[src/rtl/kernel_pkg.sv]
// Shared kernel geometry: a 3x3 window of 8-bit taps packed into 9 byte lanes,
// used by the FIFO unpacker and the input-layer window logic.
package kernel_pkg;

  localparam int BYTE_WIDTH   = 8;
  localparam int KERNEL_ROWS  = 3;
  localparam int KERNEL_COLS  = 3;
  localparam int KERNEL_BYTES = KERNEL_ROWS * KERNEL_COLS;

  // Byte lane of each window tap; row-major, lane n is kernel bits [8n+7:8n].
  localparam int LANE_R0C0 = 0;
  localparam int LANE_R0C1 = 1;
  localparam int LANE_R0C2 = 2;
  localparam int LANE_R1C0 = 3;
  localparam int LANE_R1C1 = 4;
  localparam int LANE_R1C2 = 5;
  localparam int LANE_R2C0 = 6;
  localparam int LANE_R2C1 = 7;
  localparam int LANE_R2C2 = 8;

  function automatic int win_lane(input int row, input int col);
    return row * KERNEL_COLS + col;
  endfunction

endpackage

[src/rtl/sync_fifo_sa.sv]
// Show-ahead synchronous FIFO with occupancy count; a write into a full FIFO is
// still accepted when a pop frees the head slot in the same cycle.
module sync_fifo_sa #(
  parameter int WIDTH       = 64,
  parameter int DEPTH       = 64,
  parameter int COUNT_WIDTH = 8
) (
  input  logic                   clk,
  input  logic                   reset_n,
  input  logic                   clear,
  input  logic                   wr_en,
  input  logic [WIDTH-1:0]       wr_data,
  input  logic                   rd_en,
  output logic [WIDTH-1:0]       rd_data,
  output logic                   empty,
  output logic [COUNT_WIDTH-1:0] count,
  output logic                   drop
);

  localparam int PTR_WIDTH = $clog2(DEPTH);
  localparam logic [COUNT_WIDTH-1:0] FULL_COUNT = COUNT_WIDTH'(DEPTH);

  logic [WIDTH-1:0]       mem_q [DEPTH];
  logic [PTR_WIDTH-1:0]   wr_ptr_q, wr_ptr_d;
  logic [PTR_WIDTH-1:0]   rd_ptr_q, rd_ptr_d;
  logic [COUNT_WIDTH-1:0] count_q, count_d;
  logic                   do_push, do_pop;

  always_comb begin
    // NOTE: every always_comb output gets a default first so no path can infer a latch.
    wr_ptr_d = wr_ptr_q;
    rd_ptr_d = rd_ptr_q;
    count_d  = count_q;
    do_pop   = rd_en && (count_q != '0);
    do_push  = wr_en && ((count_q != FULL_COUNT) || do_pop);
    drop     = wr_en && !do_push;
    if (do_push) wr_ptr_d = wr_ptr_q + PTR_WIDTH'(1);
    if (do_pop)  rd_ptr_d = rd_ptr_q + PTR_WIDTH'(1);
    case ({do_push, do_pop})
      2'b10:   count_d = count_q + COUNT_WIDTH'(1);
      2'b01:   count_d = count_q - COUNT_WIDTH'(1);
      default: count_d = count_q;
    endcase
  end

  always_ff @(posedge clk) begin
    if (!reset_n || clear) begin
      wr_ptr_q <= '0;
      rd_ptr_q <= '0;
      count_q  <= '0;
    end else begin
      wr_ptr_q <= wr_ptr_d;
      rd_ptr_q <= rd_ptr_d;
      count_q  <= count_d;
    end
  end

  // NOTE: the storage array is deliberately not reset; pointers and count alone define validity.
  always_ff @(posedge clk) begin
    if (reset_n && !clear && do_push) mem_q[wr_ptr_q] <= wr_data;
  end

  assign rd_data = mem_q[rd_ptr_q];
  assign empty   = (count_q == '0);
  assign count   = count_q;

endmodule

[src/rtl/kernel_fifo_unpacker.sv]
// Buffers 64-bit kernel words from the loader and repacks the byte stream into
// 72-bit 3x3 kernels presented on a valid/ready interface.
module kernel_fifo_unpacker
  import kernel_pkg::*;
#(
  parameter int DATA_WIDTH   = 64,
  parameter int KERNEL_WIDTH = 72,
  parameter int DEPTH        = 64,
  parameter int COUNT_WIDTH  = 8
) (
  input  logic                    clk,
  input  logic                    reset_n,
  input  logic                    clear,
  input  logic [DATA_WIDTH-1:0]   wr_data,
  input  logic                    wr_en,
  output logic [COUNT_WIDTH-1:0]  fifo_count,
  output logic                    overflow_o,
  output logic [KERNEL_WIDTH-1:0] kernel_o,
  output logic                    kernel_valid_o,
  input  logic                    kernel_rdy_i
);

  localparam int IN_BYTES  = DATA_WIDTH / BYTE_WIDTH;
  localparam int RES_BYTES = 2 * IN_BYTES;
  localparam int RES_WIDTH = 2 * DATA_WIDTH;
  localparam int RB_WIDTH  = $clog2(RES_BYTES + 1);
  localparam logic [RB_WIDTH-1:0] KB = RB_WIDTH'(KERNEL_BYTES);
  localparam logic [RB_WIDTH-1:0] IB = RB_WIDTH'(IN_BYTES);

  logic [DATA_WIDTH-1:0]   head;
  logic                    fifo_empty, fifo_drop;
  logic                    load, pop;
  logic [RES_WIDTH-1:0]    res_q, res_d, res_a;
  logic [RB_WIDTH-1:0]     rb_q, rb_d, rb_a;
  logic [KERNEL_WIDTH-1:0] kernel_q, kernel_d;
  logic                    valid_q, valid_d;
  logic                    overflow_q, overflow_d;

  sync_fifo_sa #(
    .WIDTH       (DATA_WIDTH),
    .DEPTH       (DEPTH),
    .COUNT_WIDTH (COUNT_WIDTH)
  ) u_fifo (
    .clk     (clk),
    .reset_n (reset_n),
    .clear   (clear),
    .wr_en   (wr_en),
    .wr_data (wr_data),
    .rd_en   (pop),
    .rd_data (head),
    .empty   (fifo_empty),
    .count   (fifo_count),
    .drop    (fifo_drop)
  );

  // Bytes at and above rb are always zero, so a popped word is simply OR-ed in at rb_a.
  always_comb begin
    load       = (rb_q >= KB) && (!valid_q || kernel_rdy_i);
    rb_a       = load ? (rb_q - KB) : rb_q;
    res_a      = load ? (res_q >> KERNEL_WIDTH) : res_q;
    pop        = !fifo_empty && (rb_a < KB);
    rb_d       = pop ? (rb_a + IB) : rb_a;
    res_d      = pop ? (res_a | (RES_WIDTH'(head) << {rb_a, 3'b000})) : res_a;
    kernel_d   = load ? res_q[KERNEL_WIDTH-1:0] : kernel_q;
    overflow_d = overflow_q || fifo_drop;
    valid_d    = valid_q;
    if (load)              valid_d = 1'b1;
    else if (kernel_rdy_i) valid_d = 1'b0;
  end

  always_ff @(posedge clk) begin
    if (!reset_n || clear) begin
      res_q      <= '0;
      rb_q       <= '0;
      kernel_q   <= '0;
      valid_q    <= 1'b0;
      overflow_q <= 1'b0;
    end else begin
      res_q      <= res_d;
      rb_q       <= rb_d;
      kernel_q   <= kernel_d;
      valid_q    <= valid_d;
      overflow_q <= overflow_d;
    end
  end

  assign kernel_o       = kernel_q;
  assign kernel_valid_o = valid_q;
  assign overflow_o     = overflow_q;

endmodule

[config.mk]
export PLATFORM = sky130hd
export DESIGN_NAME = kernel_fifo_unpacker
export DESIGN_NICKNAME = d
export VERILOG_FILES = /design/src/rtl/kernel_pkg.sv /design/src/rtl/sync_fifo_sa.sv /design/src/rtl/kernel_fifo_unpacker.sv
export SDC_FILE = /design/constraint.sdc
export NUM_CORES = 2
export LEC_CHECK = 0
export BUFFER_PORTS_ARGS = -buffer_cell sky130_fd_sc_hd__buf_4
export CAP_MARGIN = 0
export CORE_ASPECT_RATIO = 2
export CORE_MARGIN = 4
export CORE_UTILIZATION = 29
export DETAILED_ROUTE_END_ITERATION = 7
export PLACE_DENSITY = 0.49
export SYNTH_ARGS = -nofsm -noshare
export SYNTH_HDL_FRONTEND = slang
export SYNTH_HIERARCHICAL = 1
export SYNTH_SLANG_ARGS = --single-unit
export TNS_END_PERCENT = 10
[constraint.sdc]
create_clock -name clk -period 17.7 [get_ports clk]
set_input_delay 0.885 -clock clk [delete_from_list [all_inputs] [get_ports clk]]
set_output_delay 0.885 -clock clk [all_outputs]
set_load 0.05 [all_outputs]
==> impl_metrics.env <==
export IMPL_first_pass_iters=7
export IMPL_max_slew_margin_pct=1.69
export IMPL_cp_common_cell="buf_4"
export IMPL_r2r_cells=17
export IMPL_nets=8255
export IMPL_cts_buffer_depth=4
export IMPL_start_kind="flop"
export IMPL_max_freq_mhz=130
export IMPL_synth_compound_area_share_pct=4.32
export IMPL_max_cap_violations=0
export IMPL_netlist_instances=7827
export IMPL_min_period_ns=7.72
export IMPL_yosys_mux_area_fraction_pct=15.8
export IMPL_p_total_uw=20200
export IMPL_leakage_uw=0.0559
export IMPL_ff2ff_setup_slack_ns=9.98
export IMPL_hpwlAfterDp_um=382000
export IMPL_yosys_area_share_simple_pct=1.65
export IMPL_cts_tree="yes"
export IMPL_crit_path_cell_trace="nor2b_1 > a21oi_1 > mux2i_2 > buf_4 > clkinv_1 > buf_4 > ha_1 > o31ai_4 > nand2_2 > inv_1 > nand2b_1 > o31a_1 > nor3b_2 > nand2_1 > nor2_4 > buf_4 > buf_4"
export IMPL_synth_adder_area_share_pct=0.0948
export IMPL_post_route_drc_count=0
export IMPL_power_density_nw_per_um2=106
export IMPL_portBuffers=150
export IMPL_num_rows=393
export IMPL_yosysSeqAreaShare_pct=76.8
export IMPL_grt_pass1_vias=88200
export IMPL_clkTransAtPathRegs_ns=0.07
export IMPL_final_common_cell="edfxtp_1"
export IMPL_rsz0062_at_grt="no"
export IMPL_setup_viol_count_final=0
export IMPL_htreeDepth=5
export IMPL_clockRootBuffer="clkbuf_16"
export IMPL_drive_above_1_share_pct=26.3
export IMPL_synth_seq_cells=4329
export IMPL_grt_pass1_wl_um=790000
export IMPL_vias_per_cell=5.32
export IMPL_overflow=0
export IMPL_setup_ws_ns=9.98
export IMPL_synthesis_nets=7908
export IMPL_clock_latency_ns=0.99
export IMPL_drt_iter0_drc=9104
export IMPL_die_h_um=1080
export IMPL_ant_nets=0
export IMPL_skew_ns=0.0421
export IMPL_ys_async_sr_fraction_pct=0
export IMPL_hold_buffers=0
export IMPL_postSynthAreaPerCell_um2=21.3
export IMPL_status="completed"
export IMPL_synth_edf_count=4096
export IMPL_setup_tns_ns=0
export IMPL_core_um2=572000
export IMPL_peakVddDrop_mv=0.0746
export IMPL_post_cts_setup_buffers=0
export IMPL_critPathCaptureType="flop"
export IMPL_timing_hold_ws_ns=0.158
export IMPL_fin_crit_sh_pct=43.6
export IMPL_wl_per_cell_um=36.8
export IMPL_cts_buffers=359
export IMPL_cts_sinks=4329
export IMPL_synth_top_family_by_area="multiplexers"
export IMPL_pre_cts_slack_ns=9.44
export IMPL_r2r_start="kernel_valid_o$_SDFFE_PP0P_"
export IMPL_ys_warnings_count=6
export IMPL_ys_types=77
export IMPL_tightest_slew_ns=1.47
export IMPL_antenna_found_initial=41
export IMPL_grt_use_total_pct=19.7
export IMPL_dieArea_um2=586000
export IMPL_ys_flop_type="edfxtp_1"
export IMPL_cts_resized=0
export IMPL_wl_um=589000
export IMPL_io_pins=151
export IMPL_required_ns=18.30
export IMPL_finalHoldViolations=0
export IMPL_final_cell_mix="edfxtp_1, mux4_2, buf_4"
export IMPL_start_util_pct=29.1
export IMPL_fill_cells=53600
export IMPL_path_max_fanout=28
export IMPL_holdCritPathClass="in2reg"
export IMPL_r2r_end="u_fifo/mem_q[44][56]$_DFFE_PP_"
export IMPL_path_class="reg2reg"
export IMPL_place_congestion=0.879
export IMPL_synth_xor_area_share_pct=0.0835
export IMPL_startpoint="kernel_valid_o$_SDFFE_PP0P_"
export IMPL_cp_slowest_cell="nor2_4"
export IMPL_die_x_um=544
export IMPL_grt_max_degree=128
export IMPL_vias=85200
export IMPL_drv_slew=0
export IMPL_syn_area_um2=166000
export IMPL_crit_path_end="u_fifo/mem_q[44][56]$_DFFE_PP_"
export IMPL_cpPeakStageDelay_ns=0.76
export IMPL_arrival_ns=8.33
export IMPL_syn2layout_area_growth_pct=14.5
==> logic make-up (layout without fill, tap and decap cells) <==
logic type,count (synthesis),in the layout
DFF,4329,4329
muxes,1341,1341
AOI/OAI and AO/OA,1033,1033
and+or+nand+nor,606,606
buffers and inverters,491,1140
xor gates and xnor gates,15,15
adders and majority gates,12,12
other,0,39
==> how the worst min path moves through the flow <==
stage	slack, ns	from	depth (start not counted)	to
4_1_cts	0.13	wr_data[32]	1	u_fifo/mem_q[38][32]$_DFFE_PP_
5_1_grt	0.15	wr_data[32]	1	u_fifo/mem_q[36][32]$_DFFE_PP_
2_1_floorplan	0.42	res_q[120]$_SDFF_PP0_	2	res_q[120]$_SDFF_PP0_
3_3_place_gp	0.44	res_q[124]$_SDFF_PP0_	2	res_q[124]$_SDFF_PP0_
3_5_place_dp	0.45	res_q[121]$_SDFF_PP0_	2	res_q[121]$_SDFF_PP0_
6_report	0.16	wr_data[32]	1	u_fifo/mem_q[38][32]$_DFFE_PP_
==> synth_stat cells (9+ instances only) <==
| library cell | number | area, µm² |
|---|---|---|
| buf_6 | 9 | 101 |
| inv_1 | 12 | 45.0 |
| o21ai_1 | 56 | 280 |
| buf_1 | 57 | 214 |
| dfxtp_1 | 233 | 4660 |
| a31oi_1 | 18 | 113 |
| nor3_1 | 26 | 130 |
| a211oi_1 | 25 | 188 |
| ha_1 | 11 | 138 |
| a221oi_1 | 129 | 1130 |
| mux2i_1 | 310 | 3100 |
| o221ai_1 | 112 | 981 |
| o2bb2ai_1 | 14 | 123 |
| nand3_1 | 14 | 70.1 |
| o22ai_1 | 126 | 788 |
| o211a_1 | 26 | 260 |
| edfxtp_1 | 4096 | 123000 |
| a21oi_1 | 293 | 1470 |
| buf_2 | 166 | 831 |
| clkbuf_1 | 221 | 830 |
| nand2b_1 | 12 | 75.1 |
| a22oi_1 | 17 | 128 |
| a22o_1 | 69 | 604 |
| and2_1 | 12 | 75.1 |
| nor2b_1 | 26 | 163 |
| mux4_2 | 1024 | 23100 |
| a32oi_1 | 10 | 87.6 |
| o21ai_0 | 73 | 365 |
| and3_1 | 9 | 56.3 |
| buf_4 | 25 | 188 |
| nand2_1 | 293 | 1100 |
| a21o_1 | 11 | 82.6 |
| nor2_1 | 156 | 586 |
==> power breakdown <==
part	leakage [µW]	internal, µW	switching (µW)	total [µW]
clock	0.00593	4570	3830	8400
combinational	0.0113	163	429	591
sequential	0.0387	11200	11.4	11200
total	0.0559	15900	4270	20200
==> state kept, by name, summed over array words and instances (netlist names), named ones only <==
| register | cells |
|---|---|
| kernel_valid_o | 1 |
| rb_q | 5 |
| overflow_o | 1 |
| u_fifo/rd_ptr_q | 6 |
| u_fifo/mem_q | 4096 |
| res_q | 128 |
| kernel_o | 72 |
| u_fifo/wr_ptr_q | 6 |
| u_fifo/count | 8 |
==> critical path, delay by kind of cell, from the launching register on <==
kind	cells	cell delay [ns]
AO/OA/AOI/OAI	3	0.78
adder cells (fa/ha/maj)	1	0.38
buffers and inverters	6	2.22
flip-flops	1	0.35
multiplexers	1	0.22
AND/OR/NAND/NOR	6	3.09
==> metal layers <==
layer	vias up	part of all wire [%]	global-route usage, %
met3	1064	4.9	2.22
met2	3392	55	37.0
met5	-	0.025	0
met1	47000	32	20.0
li1	33700	-	-
met4	20	8.6	13.9
==> cell type report <==
cell class	count	area, µm²	area share (%)
clock buffers	423	9510	4.99
flip-flops and latches	4329	128000	67.1
well taps	7505	9390	4.93
multi-input cells	3007	37300	19.6
diodes	39	97.6	0.0513
clock inverters	240	2680	1.41
inverters	13	48.8	0.0256
repair buffers	464	3640	1.91
==> metrics by stage <==
step                utilization (%)  cell area [µm²]  std cells
finish                         33.3           190000      16000
global route                   33.3           190000      16000
CTS                            33.3           190000      16000
detailed placement             31.1           178000      15300
global placement               31.1           178000      15300
floorplan                         -           166000       7827
(Power assumes the default switching activity.)
